**src/rtl/res_ram_streamer_if.sv**
```systemverilog
// AXI4-Stream beat channel carrying the result words out of res_ram_streamer.
interface res_ram_streamer_if #(
  parameter int width = 8
);
  logic [width-1:0] TDATA;
  logic             TVALID;
  logic             TREADY;
  logic             TLAST;

  modport master (output TDATA, output TVALID, output TLAST, input TREADY);
  modport slave  (input TDATA, input TVALID, input TLAST, output TREADY);
endinterface

```
**src/rtl/res_ram_streamer.sv**
```systemverilog
// Reads NUMBER_OF_OUTPUT_WORDS words back from RES_RAM and emits them as one AXI4-Stream packet.
// Defining RES_HEADER_EN prepends a beat carrying the word count.
module res_ram_streamer #(
  parameter int width                  = 8,
  parameter int RES_depth_bits         = 6,
  parameter int NUMBER_OF_OUTPUT_WORDS = 64
) (
  input  logic                      clk,
  input  logic                      aresetn,
  input  logic                      Start,
  output logic                      Busy,
  output logic                      Done,
  output logic                      RES_read_en,
  output logic [RES_depth_bits-1:0] RES_read_address,
  input  logic [width-1:0]          RES_read_data_out,
  res_ram_streamer_if.master        M_AXIS
);

`ifdef RES_HEADER_EN
  localparam int HDR_BEATS = 1;
  localparam logic [width-1:0] HDR_WORD = width'(NUMBER_OF_OUTPUT_WORDS);
`else
  localparam int HDR_BEATS = 0;
`endif
  localparam int CW = RES_depth_bits + 2;
  localparam logic [CW-1:0] N_WORDS   = CW'(NUMBER_OF_OUTPUT_WORDS);
  localparam logic [CW-1:0] LAST_BEAT = CW'(NUMBER_OF_OUTPUT_WORDS + HDR_BEATS - 1);

  typedef enum logic [1:0] {IDLE, STREAM, FINISH} state_t;

  state_t                    state_reg, state_next;
  logic [CW-1:0]             iss_reg, iss_next;
  logic [CW-1:0]             beat_reg, beat_next;
  logic                      rd_en_reg, rd_en_next;
  logic [RES_depth_bits-1:0] rd_addr_reg, rd_addr_next;
  logic                      f_reg, f_next;
  logic                      out_valid_reg, out_valid_next;
  logic [width-1:0]          out_data_reg, out_data_next;
  logic                      tlast_reg, tlast_next;
  logic [1:0]                skid_cnt_reg, skid_cnt_next;
  logic [1:0][width-1:0]     skid_data_reg, skid_data_next;
  logic                      busy_reg, busy_next;
  logic                      done_reg, done_next;
  logic                      pop;
  logic                      ins;
  logic [width-1:0]          ins_data;
  logic [2:0]                committed;
`ifdef RES_HEADER_EN
  logic                      hdr_reg, hdr_next;
`endif

  always_ff @(posedge clk or negedge aresetn) begin
    if (!aresetn) begin
      state_reg     <= IDLE;
      iss_reg       <= '0;
      beat_reg      <= '0;
      rd_en_reg     <= 1'b0;
      rd_addr_reg   <= '0;
      f_reg         <= 1'b0;
      out_valid_reg <= 1'b0;
      out_data_reg  <= '0;
      tlast_reg     <= 1'b0;
      skid_cnt_reg  <= '0;
      skid_data_reg <= '0;
      busy_reg      <= 1'b0;
      done_reg      <= 1'b0;
`ifdef RES_HEADER_EN
      hdr_reg       <= 1'b0;
`endif
    end else begin
      state_reg     <= state_next;
      iss_reg       <= iss_next;
      beat_reg      <= beat_next;
      rd_en_reg     <= rd_en_next;
      rd_addr_reg   <= rd_addr_next;
      f_reg         <= f_next;
      out_valid_reg <= out_valid_next;
      out_data_reg  <= out_data_next;
      tlast_reg     <= tlast_next;
      skid_cnt_reg  <= skid_cnt_next;
      skid_data_reg <= skid_data_next;
      busy_reg      <= busy_next;
      done_reg      <= done_next;
`ifdef RES_HEADER_EN
      hdr_reg       <= hdr_next;
`endif
    end
  end

  always_comb begin
    state_next     = state_reg;
    iss_next       = iss_reg;
    beat_next      = beat_reg;
    rd_en_next     = 1'b0;
    rd_addr_next   = rd_addr_reg;
    f_next         = rd_en_reg;
    out_valid_next = out_valid_reg;
    out_data_next  = out_data_reg;
    tlast_next     = tlast_reg;
    skid_cnt_next  = skid_cnt_reg;
    skid_data_next = skid_data_reg;
    busy_next      = busy_reg;
    done_next      = 1'b0;
    pop            = out_valid_reg & M_AXIS.TREADY;
    ins            = f_reg;
    ins_data       = RES_read_data_out;
    committed      = '0;
`ifdef RES_HEADER_EN
    hdr_next       = hdr_reg;
    if (hdr_reg) begin
      ins      = 1'b1;
      ins_data = HDR_WORD;
      hdr_next = 1'b0;
    end
`endif

    unique case (state_reg)
      IDLE: begin
        if (Start) begin
          state_next = STREAM;
          busy_next  = 1'b1;
          iss_next   = '0;
          beat_next  = '0;
`ifdef RES_HEADER_EN
          // Word 0 is fetched one cycle early so it lands right behind the header beat.
          rd_en_next   = 1'b1;
          rd_addr_next = '0;
          iss_next     = CW'(1);
          hdr_next     = 1'b1;
`endif
        end
      end
      STREAM: begin
        if (pop) begin
          beat_next = beat_reg + CW'(1);
          if (skid_cnt_reg != 2'd0) begin
            out_data_next     = skid_data_reg[0];
            skid_data_next[0] = skid_data_reg[1];
            skid_cnt_next     = skid_cnt_reg - 2'd1;
          end else begin
            out_valid_next = 1'b0;
          end
        end
        if (ins) begin
          if (!out_valid_next) begin
            out_valid_next = 1'b1;
            out_data_next  = ins_data;
          end else begin
            skid_data_next[skid_cnt_next[0]] = ins_data;
            skid_cnt_next                    = skid_cnt_next + 2'd1;
          end
        end
        // Every issued read must have a free slot even if TREADY stays low from now on.
        committed = 3'(out_valid_next) + 3'(skid_cnt_next) + 3'(rd_en_reg);
        if (iss_reg < N_WORDS && committed <= 3'd2) begin
          rd_en_next   = 1'b1;
          rd_addr_next = iss_reg[RES_depth_bits-1:0];
          iss_next     = iss_reg + CW'(1);
        end
        tlast_next = out_valid_next && (beat_next == LAST_BEAT);
        if (pop && beat_reg == LAST_BEAT) begin
          state_next = FINISH;
          busy_next  = 1'b0;
          done_next  = 1'b1;
        end
      end
      FINISH: state_next = IDLE;
      default: state_next = IDLE;
    endcase
  end

  assign Busy             = busy_reg;
  assign Done             = done_reg;
  assign RES_read_en      = rd_en_reg;
  assign RES_read_address = rd_addr_reg;
  assign M_AXIS.TDATA     = out_data_reg;
  assign M_AXIS.TVALID    = out_valid_reg;
  assign M_AXIS.TLAST     = tlast_reg;

endmodule
```
**src/flat_wrapper.sv**
```systemverilog
// flat-port wrapper written by rule: the top's interface ports become plain ports
module res_ram_streamer_flat 
#(
  parameter int width                  = 8,
  parameter int RES_depth_bits         = 6,
  parameter int NUMBER_OF_OUTPUT_WORDS = 64
)
  (clk, aresetn, Start, Busy, Done, RES_read_en, RES_read_address, RES_read_data_out, M_AXIS_TDATA, M_AXIS_TVALID, M_AXIS_TLAST, M_AXIS_TREADY);
  res_ram_streamer_if #(.width(width)) M_AXIS_i ();
  input  logic clk;
  input  logic aresetn;
  input  logic Start;
  output logic Busy;
  output logic Done;
  output logic RES_read_en;
  output logic [RES_depth_bits-1:0] RES_read_address;
  input  logic [width-1:0] RES_read_data_out;
  output wire logic [$bits(M_AXIS_i.TDATA)-1:0] M_AXIS_TDATA;
  output wire logic [$bits(M_AXIS_i.TVALID)-1:0] M_AXIS_TVALID;
  output wire logic [$bits(M_AXIS_i.TLAST)-1:0] M_AXIS_TLAST;
  input wire logic [$bits(M_AXIS_i.TREADY)-1:0] M_AXIS_TREADY;
  assign M_AXIS_TDATA = M_AXIS_i.TDATA;
  assign M_AXIS_TVALID = M_AXIS_i.TVALID;
  assign M_AXIS_TLAST = M_AXIS_i.TLAST;
  assign M_AXIS_i.TREADY = M_AXIS_TREADY;
  res_ram_streamer #(.width(width), .RES_depth_bits(RES_depth_bits), .NUMBER_OF_OUTPUT_WORDS(NUMBER_OF_OUTPUT_WORDS)) u_core (.clk(clk), .aresetn(aresetn), .Start(Start), .Busy(Busy), .Done(Done), .RES_read_en(RES_read_en), .RES_read_address(RES_read_address), .RES_read_data_out(RES_read_data_out), .M_AXIS(M_AXIS_i));
endmodule
```
**config.mk**
```make
export PLATFORM = sky130hd
export DESIGN_NAME = res_ram_streamer_flat
export DESIGN_NICKNAME = d
export VERILOG_FILES = /design/src/rtl/res_ram_streamer_if.sv /design/src/rtl/res_ram_streamer.sv /design/src/flat_wrapper.sv
export SDC_FILE = /design/constraint.sdc
export NUM_CORES = 1
export LEC_CHECK = 0
export CAP_MARGIN = 20
export CORE_MARGIN = 2
export CORE_UTILIZATION = 52
export CTS_CLUSTER_SIZE = 10
export DETAILED_ROUTE_END_ITERATION = 10
export PLACE_DENSITY_LB_ADDON = 0.25
export SKIP_LAST_GASP = 1
export SYNTH_ARGS = -nofsm -noshare
export SYNTH_HDL_FRONTEND = slang
export SYNTH_SLANG_ARGS = --single-unit
```
**constraint.sdc**
```tcl
create_clock -name clk -period 3.5 [get_ports clk]
set_clock_uncertainty 0.2 [all_clocks]
set_input_delay 0.875 -clock clk [delete_from_list [all_inputs] [get_ports clk]]
set_output_delay 0.875 -clock clk [all_outputs]
set_load 0.005 [all_outputs]
```
Yosys cells after proc, flatten, opt, wreduce, memory -nomap -nowiden
Index checks and enable logic that the tools add are counted.

word-level totals
  register bits after elaboration = 56
  latch bits = 0
  bits in writable memories = 0
  ROM bits = 0
  logic and storage cells = 83
  memories kept = 0

operators by class
  add/sub/neg operators = 6
  multiply operators = 0
  divide/modulo/power cells = 0
  order comparisons = 4
  equal/unequal tests = 6
  shift-type cells = 0
  muxes and demuxes = 39
  bitwise logic cells = 1
  reductions and logical operators = 13

operator list
  cell                 number
  $mux 8               14
  $pmux 8 s2           2
  $add 8x1->8 const B  2
  $bwmux 16            1
  $eq 8x6->1 const B   2
  $mux 2               8
  $mux 1               11
  $reduce_and 3->1     3
  $demux 8 s1          1
  $lt 8x7->1 const B   1
  $reduce_and 2->1     3
  $logic_and 1x1->1    4
  $ne 2x1->1 const B   2
  $pmux 2 s2           1
  $reduce_bool 2->1    2
  $add 1x2->3          1
  $add 3x1->3          1
  $le 3x2->1 const B   1
  $add 2x1->2 const B  1
  $eq 2x1->1 const B   1
  $logic_not 2->1      1
  $lt 1x2->1 const B   1
  $ne 2x2->1 const B   1
  $pmux 1 s2           1
  other kinds (3)      3

Depth between registers and ports, before layout
Gate-level depths: netlist of the first run.

  depth in word-level cells = 14
  depth in mapped cells = 14
  mapped depth without buffers = 12

Least setup slack after synthesis of the first run
Ideal clock, no wire load.

  kind = input to register
  from = input port M_AXIS_TREADY
  to = register u_core.iss_reg[4]
  setup time = 0.120 ns
  arrival = 2.921 ns
  slack = 0.259 ns
  cell stages on the path = 14
  cells stage by stage = buf_6 > nand2_1 > mux2i_1 > a21oi_1 > a31oi_1 > fa_1 > ha_1 > nor3b_2 > o211ai_4 > inv_2 > buf_2 > nand4_1 > xor2_1 > nor2_1

between the ends
  word-level cells in the longest chain between the ends = 13
  elaborated cells on any way between the ends = 17

ends and longest elaborated chain
  what                            RTL line                 RTL
  start, declared                 flat_wrapper.sv:21       input wire logic [$bits(M_AXIS_i.TREADY)-1:0] M_AXIS_TREADY;
  $and 1x1->1 (*)                 res_ram_streamer.sv:104  pop = out_valid_reg & M_AXIS.TREADY;
  $mux 2                          res_ram_streamer.sv:134  if (pop) begin
  $mux 2                          res_ram_streamer.sv:117  unique case (state_reg)
  $add 2x1->2                     res_ram_streamer.sv:150  skid_cnt_next = skid_cnt_next + 2'd1;
  $mux 2                          res_ram_streamer.sv:145  if (!out_valid_next) begin
  $mux 2                          res_ram_streamer.sv:144  if (ins) begin
  $mux 2                          res_ram_streamer.sv:117
  $add 1x2->3 (*)                 res_ram_streamer.sv:154  committed = 3'(out_valid_next) + 3'(skid_cnt_next) + 3'(rd_en_reg);
  $add 3x1->3 (*)                 res_ram_streamer.sv:154
  $le 3x2->1 (*)                  res_ram_streamer.sv:155  if (iss_reg < N_WORDS && committed <= 3'd2) begin
  $logic_and 1x1->1 (*)           res_ram_streamer.sv:155
  $ne 2x1->1 (no line) (*)        n/a
  $reduce_and 3->1 (no line) (*)  n/a
  end signal, assigned            res_ram_streamer.sv:72   iss_reg <= iss_next;
  end, declared                   res_ram_streamer.sv:32   logic [CW-1:0] iss_reg, iss_next;

Mark *: on every way between the ends. The rest lies on a longest branch, timed or not. The select of a mux whose other input is x is not followed.
A chain may end at the register's enable or synchronous reset.

Worst setup path after layout of the first run
  from = input port M_AXIS_TREADY
  to = register u_core.iss_reg[5]

The elaborated chain is that of the path after synthesis.

==> impl.org, run 1 <==
** Detailed routing
- Routed wire per std cell :: 15.29 um
- Detailed Routing Iterations Pass 1 :: 4
- Total detailed-routing wirelength :: 5672 um
- For this run, design rule violations remaining after detail routing come to 0.
- Once detail routing completed, the nets flagged for antenna violations numbered 0.
- Drt via density :: 5.725
- The detailed router placed 2124 vias in this run.
- Iteration-0 DRC count of the detailed router :: 151

** Logic synthesis
- During synthesis, Yosys emitted a total of 0 warnings.
- Dominant combinational cell family by area after synthesis :: compound AO/OA/AOI/OAI gates
- The post-synthesis compound-gate area fraction came to 0.1802.
- Parity-gate share of the synthesized area counting xor and xnor cells :: 0.01920
- Number of enable flip-flop cells after synthesis :: 0
- In this run the mean area of a mapped cell was 10.13 um2.
- After synthesis, the netlist uses 47 different library cells.
- Of all flip-flops after synthesis, the portion carrying an async set or reset was 1.000.
- The mapped netlist covers 2736 um2.
- Of the total synthesized cell area, the portion taken by AND, OR, NAND and NOR gates is 0.1678.
- Of the post-synthesis cell area, the part taken by muxes is 0.05167.
- FF+latch count, synth :: 56
- When the netlist entered floorplanning its net count stood at 287.
- Synthesis handed over a netlist of 270 instances.
- The most used flip-flop cell after synthesis is sky130_fd_sc_hd__dfrtp_1.
- For this run, the register share of the synthesized area comes to 0.5121.
- Of the total synthesized cell area, the portion taken by full adders, half adders and majority gates is 0.02561.

** Global route
- Number of global-route vias before repair :: 1999
- Number of antenna violations at the first check in global routing :: 0
- Maximum number of pins on one net before global-route repair :: 37
- The first global-routing pass estimated 9549 um of wire.
- For this run, the total global-route usage over all layers was measured as 0.2021.
- For this run the aggregate overflow at the end of global routing stands at 0.

** CTS
- Clock tree from TritonCTS :: built
- Buffers inserted to repair hold after CTS numbered 0.
- The tree is rooted in a sky130_fd_sc_hd__clkbuf_8.
- CTS buffer count :: 5
- CTS built an H-tree with a depth of 2.
- Number of buffers between clock root and the deepest sink :: 2
- Worst-path clk slew :: 0.09 ns
- # clock sinks :: 56
- Clock latency on the worst-skew pair, taken at its later pin, is 0.31 ns.

** Placed design
- Once placement finished, the instance area stood at 3109 um2.
- Post-placement cell count :: 365
- Hpwl dp :: 3921 um
- Buffers placed on the I/O ports in this run total 30.
- Prior to clock tree synthesis, the placed netlist has a worst setup slack of -0.2937 ns.
- At the end of routability-driven placement, the weighted congestion stood at 0.8622.

** Die
- Number of top-level pins :: 31
- Die outline area :: 5858 um2
- Num rows :: 26
- Core Area :: 5107 um2
- For this configuration, the core starts out at a cell density of 0.5358.
- Height of the die :: 76.54 um
- Die Wd :: 76.54 um

** Pwr
- Design internal power :: 1.887 mW
- In this run the static leakage power is 1.358 nW.
- Summing internal, switching and leakage power gives 3.011 mW.
- Comb power frac :: 0.476
- Of the total power, the clock network draws 0.134.
- For this design the total switching power over the nets is 1.124 mW.
- Of the total power, registers draw 0.390.
- Peak VDD IR :: 0.0006353 V
- Switching portion of total power :: 0.3733
- P per Cell Area :: 937.7 nW/um2

** Worst setup path
- For the worst setup path, the data required time is 3.54 ns.
- Worst Path Max Fanout :: 6
- Worst Setup End Kind :: flip-flop
- STA classifies the critical path startpoint as an input pin.
- WP data arrival :: 3.13 ns
- The setup path with the least slack is of type in -> reg.

** Cells and area
- Diodes inserted :: 0
- From synthesis to final layout, the design area changed by 17.33%.
- For this run, the post-layout net count is 319.
- The register with the most flip-flops in the layout has 16 of them.
- Commonest cells after routing, fill and taps aside :: sky130_fd_sc_hd__dfrtp_1 (56), sky130_fd_sc_hd__nand2_1 (34), sky130_fd_sc_hd__clkdlybuf4s50_1 (28)
- Number of non-filler instances in the completed layout :: 371
- Commonest non-fill, non-tap cell in the layout :: sky130_fd_sc_hd__dfrtp_1
- Final core utilization :: 0.6286
- Ratio of cells with drive above 1 in the final layout :: 0.1196
- Summing all non-filler instances in the final layout gives an area of 3211 um2.
- Filler instances :: 435

** Status
- The run finished with clean final reports.

** STA
- In the finished design, the share of the clock period the worst path needs comes to 0.8839.
- Pins over their slew limit :: 0
- Normalized max-slew margin :: 0.6011
- The tightest hold path in the finished design has a slack of 0.2753 ns.
- The hold violation count in the final report is 0.
- Setup violations remaining at the end of the flow were counted as 0.
- Shortest clock period the worst path allows after layout :: 3.094 ns
- Based on the critical path, the design can be clocked at up to 0.3233 GHz.
- Slew of the pin with the lowest slew margin :: 0.5971 ns
- Setup repair after global routing left no endpoint under its margin.
- Summed negative setup slack over all endpoints :: 0 ns
- Fin worst setup slack :: 0.4064 ns

** Job
- Across the run, the number of max-cap violations was 0.

** Min path
- Min-delay worst type :: reg -> reg
[cell families (layout without fill, tap and decap cells)]
kind of cell,count (synthesis),after routing
AO/OA/AOI/OAI,76,76
XOR/XNOR,6,6
adder cells (fa/ha/maj),5,5
buffers and inverters,23,54
flip-flops,56,56
multiplexers,13,13
AND/OR/NAND/NOR,91,91
[cell usage after synthesis (all sizes together) (5+ instances only)]
| master | number | area, um2 |
|---|---|---|
| mux2 | 9 | 101.4 |
| nand2 | 35 | 138.9 |
| a2bb2oi | 8 | 70.07 |
| nand3 | 8 | 45.04 |
| nand4 | 7 | 43.79 |
| dfrtp | 56 | 1401 |
| clkbuf | 5 | 18.77 |
| a21oi | 16 | 95.10 |
| o21ai | 23 | 115.1 |
| nor2 | 19 | 71.32 |
| o22ai | 17 | 106.4 |
| buf | 11 | 73.82 |
| and2 | 5 | 31.28 |
| inv | 7 | 26.27 |
[worst max-delay path, cell delays in order]
cell and delay [ns]:
sky130_fd_sc_hd__dlymetal6s2s_1 0.20, sky130_fd_sc_hd__nand2_1 0.11, sky130_fd_sc_hd__a21oi_1 0.21, sky130_fd_sc_hd__inv_1 0.08, sky130_fd_sc_hd__fa_1 0.42, sky130_fd_sc_hd__ha_1 0.28, sky130_fd_sc_hd__nor3b_2 0.22, sky130_fd_sc_hd__o211ai_4 0.10
sky130_fd_sc_hd__inv_2 0.08, sky130_fd_sc_hd__nand2_1 0.06, sky130_fd_sc_hd__or3_1 0.35, sky130_fd_sc_hd__a21oi_1 0.14
[repair_timing]
action                                  CTS  global route
endpoints found under the setup margin    0             8
hold endpoints to repair                  0             0
gates resized for setup                   0             1
setup buffers                             0             0
[routing by layer]
layer	GRT usage	wire (um)	vias up
met4	0.06727	78	0
met3	0.04265	226	8
met1	0.3028	2810	1038
li1	-	-	1038
met5	0	0	-
met2	0.2938	2557	40
[worst paths after layout]
kind | startpoint | end | slack, ns | cells past startpoint
setup reg to reg | u_core.skid_cnt_reg[0] | u_core.iss_reg[5] | 0.58 | 12
min in group asynchronous | aresetn | u_core.M_AXIS.TLAST | 0.31 | 1
hold / removal | u_core.RES_read_en | u_core.f_reg | 0.28 | 0
max in group asynchronous | aresetn | u_core.beat_reg[6] | 1.97 | 2
setup / recovery | M_AXIS_TREADY | u_core.iss_reg[5] | 0.41 | 12
hold reg to reg | u_core.RES_read_en | u_core.f_reg | 0.28 | 0
[cell type report]
| class | count | area (um2) | share of cell area |
|---|---|---|---|
| Multi-Input combinational cell | 191 | 1216 | 0.3788 |
| Inverter | 7 | 26.28 | 0.008184 |
| Timing Repair Buffer | 41 | 380.4 | 0.1185 |
| Tap cell | 70 | 87.58 | 0.02728 |
| Sequential cell | 56 | 1401 | 0.4365 |
| Clock buffer | 5 | 68.82 | 0.02143 |
| Clock inverter | 1 | 30.03 | 0.009353 |
[power groups by stage]
stage	sequential, mW	clock, mW	combinational, mW
2_1_floorplan	1.09	0	0.987
3_3_place_gp	1.17	0	1.41
3_5_place_dp	1.18	0	1.43
4_1_cts	1.17	0.411	1.45
5_1_grt	1.21	0.443	1.60
6_report	1.17	0.404	1.43
(Power assumes the default switching activity.)
==> run 2: changes to the inputs <==
CORE_MARGIN = 5   (was 2)
==> run 2 against run 1 <==
Non-clock buffer count increased by 3. Sequential power about the same. Utilization increased by 0.54 points. Clock-buffer cell count increased by 1. Critical endpoint unchanged. Die area increased by 16%. Register-to-register slack about the same. Maximum frequency decreased by 4.3%. Routed wire length increased by 6.5%. Power increased by 1.7%. Largest power group unchanged. Sequential share of layout area decreased by 0.37 points. Flip-flop and latch count unchanged. Clock power increased by 2%.
==> impl.org, run 2 (synthesized netlist as in run 1, its figures left out) <==
** Status
- Result of the run :: completed

** Detailed routing
- Drt via density :: 5.766 (+0.71%)
- DR DRC count :: 0 (unchanged)
- Routed wire per std cell :: 16.06 um (+5.0%)
- Iteration-0 DRC count of the detailed router :: 161 (+6.6%)
- The length of the first detailed-routing pass in iterations is 4 (unchanged).
- Total detailed-routing wirelength :: 6038 um (+6.5%)
- Via count of the routed design :: 2168 (+2.1%)
- The count of antenna-violating nets left after detailed routing was 0 (unchanged).

** Worst setup path
- Crit Reg-Reg Startpoint :: u_core.skid_cnt_reg[0]
- Beginning of the critical path :: M_AXIS_TREADY
- The flop-to-flop setup slack is 0.58 ns (about the same).
- Number of buffers and inverters on the critical path :: 2 (-1)
- The cell count along the critical path came to 12 (unchanged).
- The peak fanout along the critical path was 6 (unchanged).
- The data required time of the critical path was 3.54 ns (about the same).
- Sort of element at the start of the critical path :: input pin
- Worst Setup EP :: u_core.iss_reg[5]
- Type of the setup path with the least slack :: in -> reg
- Worst path cell trace :: dlygate4sd2_1, nand2_1, mux2i_1, a21oi_1, a31oi_1, fa_1, nor3b_2, o211ai_4, inv_2, nand2_1, or3_1, a21oi_1
- The arrival time of the worst setup path came to 3.27 ns (+0.14 ns).
- Largest delay share family, worst path :: simple AND/OR/NAND/NOR gates
- STA classifies the critical path endpoint as a flip-flop.
- The peak per-stage delay on the critical path was 0.50 ns (+0.08 ns).
- In this run the critical register-to-register path is captured at u_core.iss_reg[5].
- The depth of the most critical reg-to-reg path was 12 (unchanged).
- For this design, the slowest cell found on the critical path is sky130_fd_sc_hd__fa_1.

** Placed design
- The worst slack after detailed placement came to -0.3307 ns (-0.03703 ns).
- Global placement routability congestion :: 0.8416 (-2.4%)
- The total placed instance area was 3132 um2 (+0.72%).
- The number of I/O port buffers was 30 (unchanged).
- The post-detailed-placement half-perimeter wirelength is 4274 um (+9.0%).

** STA
- Setup repair after global routing left no endpoint under its margin.
- The slew at the pin closest to its max-slew limit was 0.6043 ns (+0.007182 ns).
- The setup-violating endpoint count in the final report is 0 (unchanged).
- The share of the clock period used by the worst path was 0.9232 (+0.03929).
- The count of pins over their slew limit came to 0 (unchanged).
- Fin worst setup slack :: 0.2689 ns (-0.1375 ns)
- The clock period minus worst slack came to 3.231 ns (+0.1375 ns).
- The worst slew margin relative to its limit was 0.5963 (-0.004798).
- The maximum clock frequency is 0.3095 GHz (-4.3%).
- Total count of hold-check failures in the final report :: 0 (unchanged)

** Global route
- Wire length of the first global-routing pass :: 10430 um (+9.2%)
- The number of antenna violations at the first check in global routing was 0 (unchanged).
- The global route total overflow was 0 (unchanged).
- The via count of the first global-routing pass came to 2168 (+8.5%).
- The overall global routing resource usage is 0.2005 (-0.001640).
- The maximum number of pins on one net before global-route repair is 30 (-19%).

** CTS
- The tree is rooted in a sky130_fd_sc_hd__clkbuf_8.
- The clock buffer count from CTS is 5 (unchanged).
- Depth of the CTS H-tree :: 2 (unchanged)
- The insertion delay of the later-clocked pin in the worst-skew pair is 0.31 ns (about the same).
- The number of hold buffers added after CTS came to 0 (unchanged).
- Post-CTS setup repair buffer count :: 0 (unchanged)
- The clock transition at the register clock pins on the worst setup and hold paths after CTS is 0.09 ns (about the same).
- The number of buffers on the longest clock path was 2 (unchanged).
- # clock sinks :: 56 (unchanged)
- Clock tree from TritonCTS :: built

** Cells and area
- Diodes inserted :: 0 (unchanged)
- The number of flip-flops under the largest register name came to 16 (unchanged).
- Storage element area :: 1401 um2 (unchanged)
- The library cell used most frequently in the layout, excluding fill and tap cells, is sky130_fd_sc_hd__dfrtp_1.
- The area used by multi-input combinational logic came to 1216 um2 (unchanged).
- The number of nets in the finished design was 322 (+0.94%).
- Growth of design area from synthesis to finish :: 18.34%
- Post-route cell area :: 3238 um2 (+0.86%)
- Commonest cells after routing, fill and taps aside :: sky130_fd_sc_hd__dfrtp_1 (56), sky130_fd_sc_hd__nand2_1 (34), sky130_fd_sc_hd__clkdlybuf4s50_1 (28)
- Filler instances :: 413 (-5.1%)
- The share of final-layout standard cells stronger than drive strength 1 came to 0.1307 (+0.01112).

** Job
- The number of max-cap violations was 0 (unchanged).

** Pwr
- The switching part of the total power was 0.3776 (+0.004341).
- Switching power :: 1.156 mW (+2.9%)
- The part of the total power dissipated in combinational logic is 0.480 (+0.004).
- The standby leakage power came to 1.370 nW (+0.83%).
- Reg power frac :: 0.385 (-0.005)
- Design internal power :: 1.906 mW (+1.0%)
- Clock power frac :: 0.135 (about the same)
- The peak ir drop on the vdd network was 0.0005449 V (-14%).
- P per Cell Area :: 945.8 nW/um2 (+0.86%)

** Die
- Initial cell density of the core :: 0.5358 (unchanged)
- The number of placement rows was 26 (unchanged).
- Die Wd :: 82.54 um (+7.8%)
- The number of top-level pins was 31 (unchanged).
- Height of the die :: 82.54 um (+7.8%)
- The total core area came to 5107 um2 (unchanged).
- The die footprint is 6813 um2 (+16%).

** Min path
- The tightest min-delay check is of the reg -> reg type.
==> run 2: cell types whose count changed in the layout (fill, tap and decap cells not counted) <==
cell / delta
sky130_fd_sc_hd__buf_4: +3
sky130_fd_sc_hd__clkbuf_1: +1
sky130_fd_sc_hd__clkinv_2: +1
sky130_fd_sc_hd__dlygate4sd2_1: +1
sky130_fd_sc_hd__dlymetal6s2s_1: -1
==> run 2: worst min path at each step <==
stage | startpoint | endpoint | cells after the start
floorplan | u_core.RES_read_en | u_core.f_reg | 0
global placement | u_core.RES_read_address[4] | u_core.RES_read_address[4] | 2
detailed placement | u_core.RES_read_en | u_core.f_reg | 0
CTS | u_core.RES_read_en | u_core.f_reg | 0
global route | u_core.RES_read_en | u_core.f_reg | 0
finish | u_core.RES_read_address[4] | u_core.RES_read_address[4] | 2
==> run 2: metal layers <==
metal | wire length, um | up-vias | track usage
li1 | - | 1040 | -
met5 | 0 | - | 0
met2 | 2840 | 60 | 0.3125
met1 | 2906 | 1064 | 0.2913
met4 | 49 | 0 | 0.05719
met3 | 241 | 4 | 0.03037
==> run 2: worst min-delay path, cell delays in order, from the launching register on <==
cell,delay (ns)
sky130_fd_sc_hd__dfrtp_1,0.35
sky130_fd_sc_hd__nand2_1,0.05
sky130_fd_sc_hd__nand2_1,0.05
==> run 2: layout make-up <==
| class | instances | area share |
|---|---|---|
| flip-flops and latches | 56 | 0.4328 |
| multi-input cells | 191 | 0.3756 |
| repair buffers | 44 | 0.1233 |
| well taps | 70 | 0.02705 |
| clock buffers | 6 | 0.02241 |
| clock inverters | 2 | 0.01082 |
| inverters | 7 | 0.008114 |
==> run 2: stage by stage <==
stage               power [mW]  setup TNS (ns)  cells    util  hold slack, ns
global placement         2.591          -1.482    368  0.6132          0.2580
global route             3.316               0    376  0.6340          0.2869
finish                   3.062               0    376  0.6340          0.2799
floorplan                2.074               0    270       -          0.2307
CTS                      3.088               0    376  0.6340          0.2865
detailed placement       2.652          -2.754    368  0.6132          0.2606
==> run 2: power groups by stage <==
stage	registers (mW)	clock network (mW)	logic (mW)
global route	1.22	0.452	1.64
CTS	1.17	0.428	1.49
finish	1.18	0.413	1.47
detailed placement	1.18	0	1.47
global placement	1.17	0	1.42
floorplan	1.09	0	0.987
==> run 2: repair_timing <==
item | 4_1_cts | 5_1_grt
hold endpoints to repair | 0 | 0
endpoints found under the setup margin | 1 | 0
gates resized for setup | 1 | 0
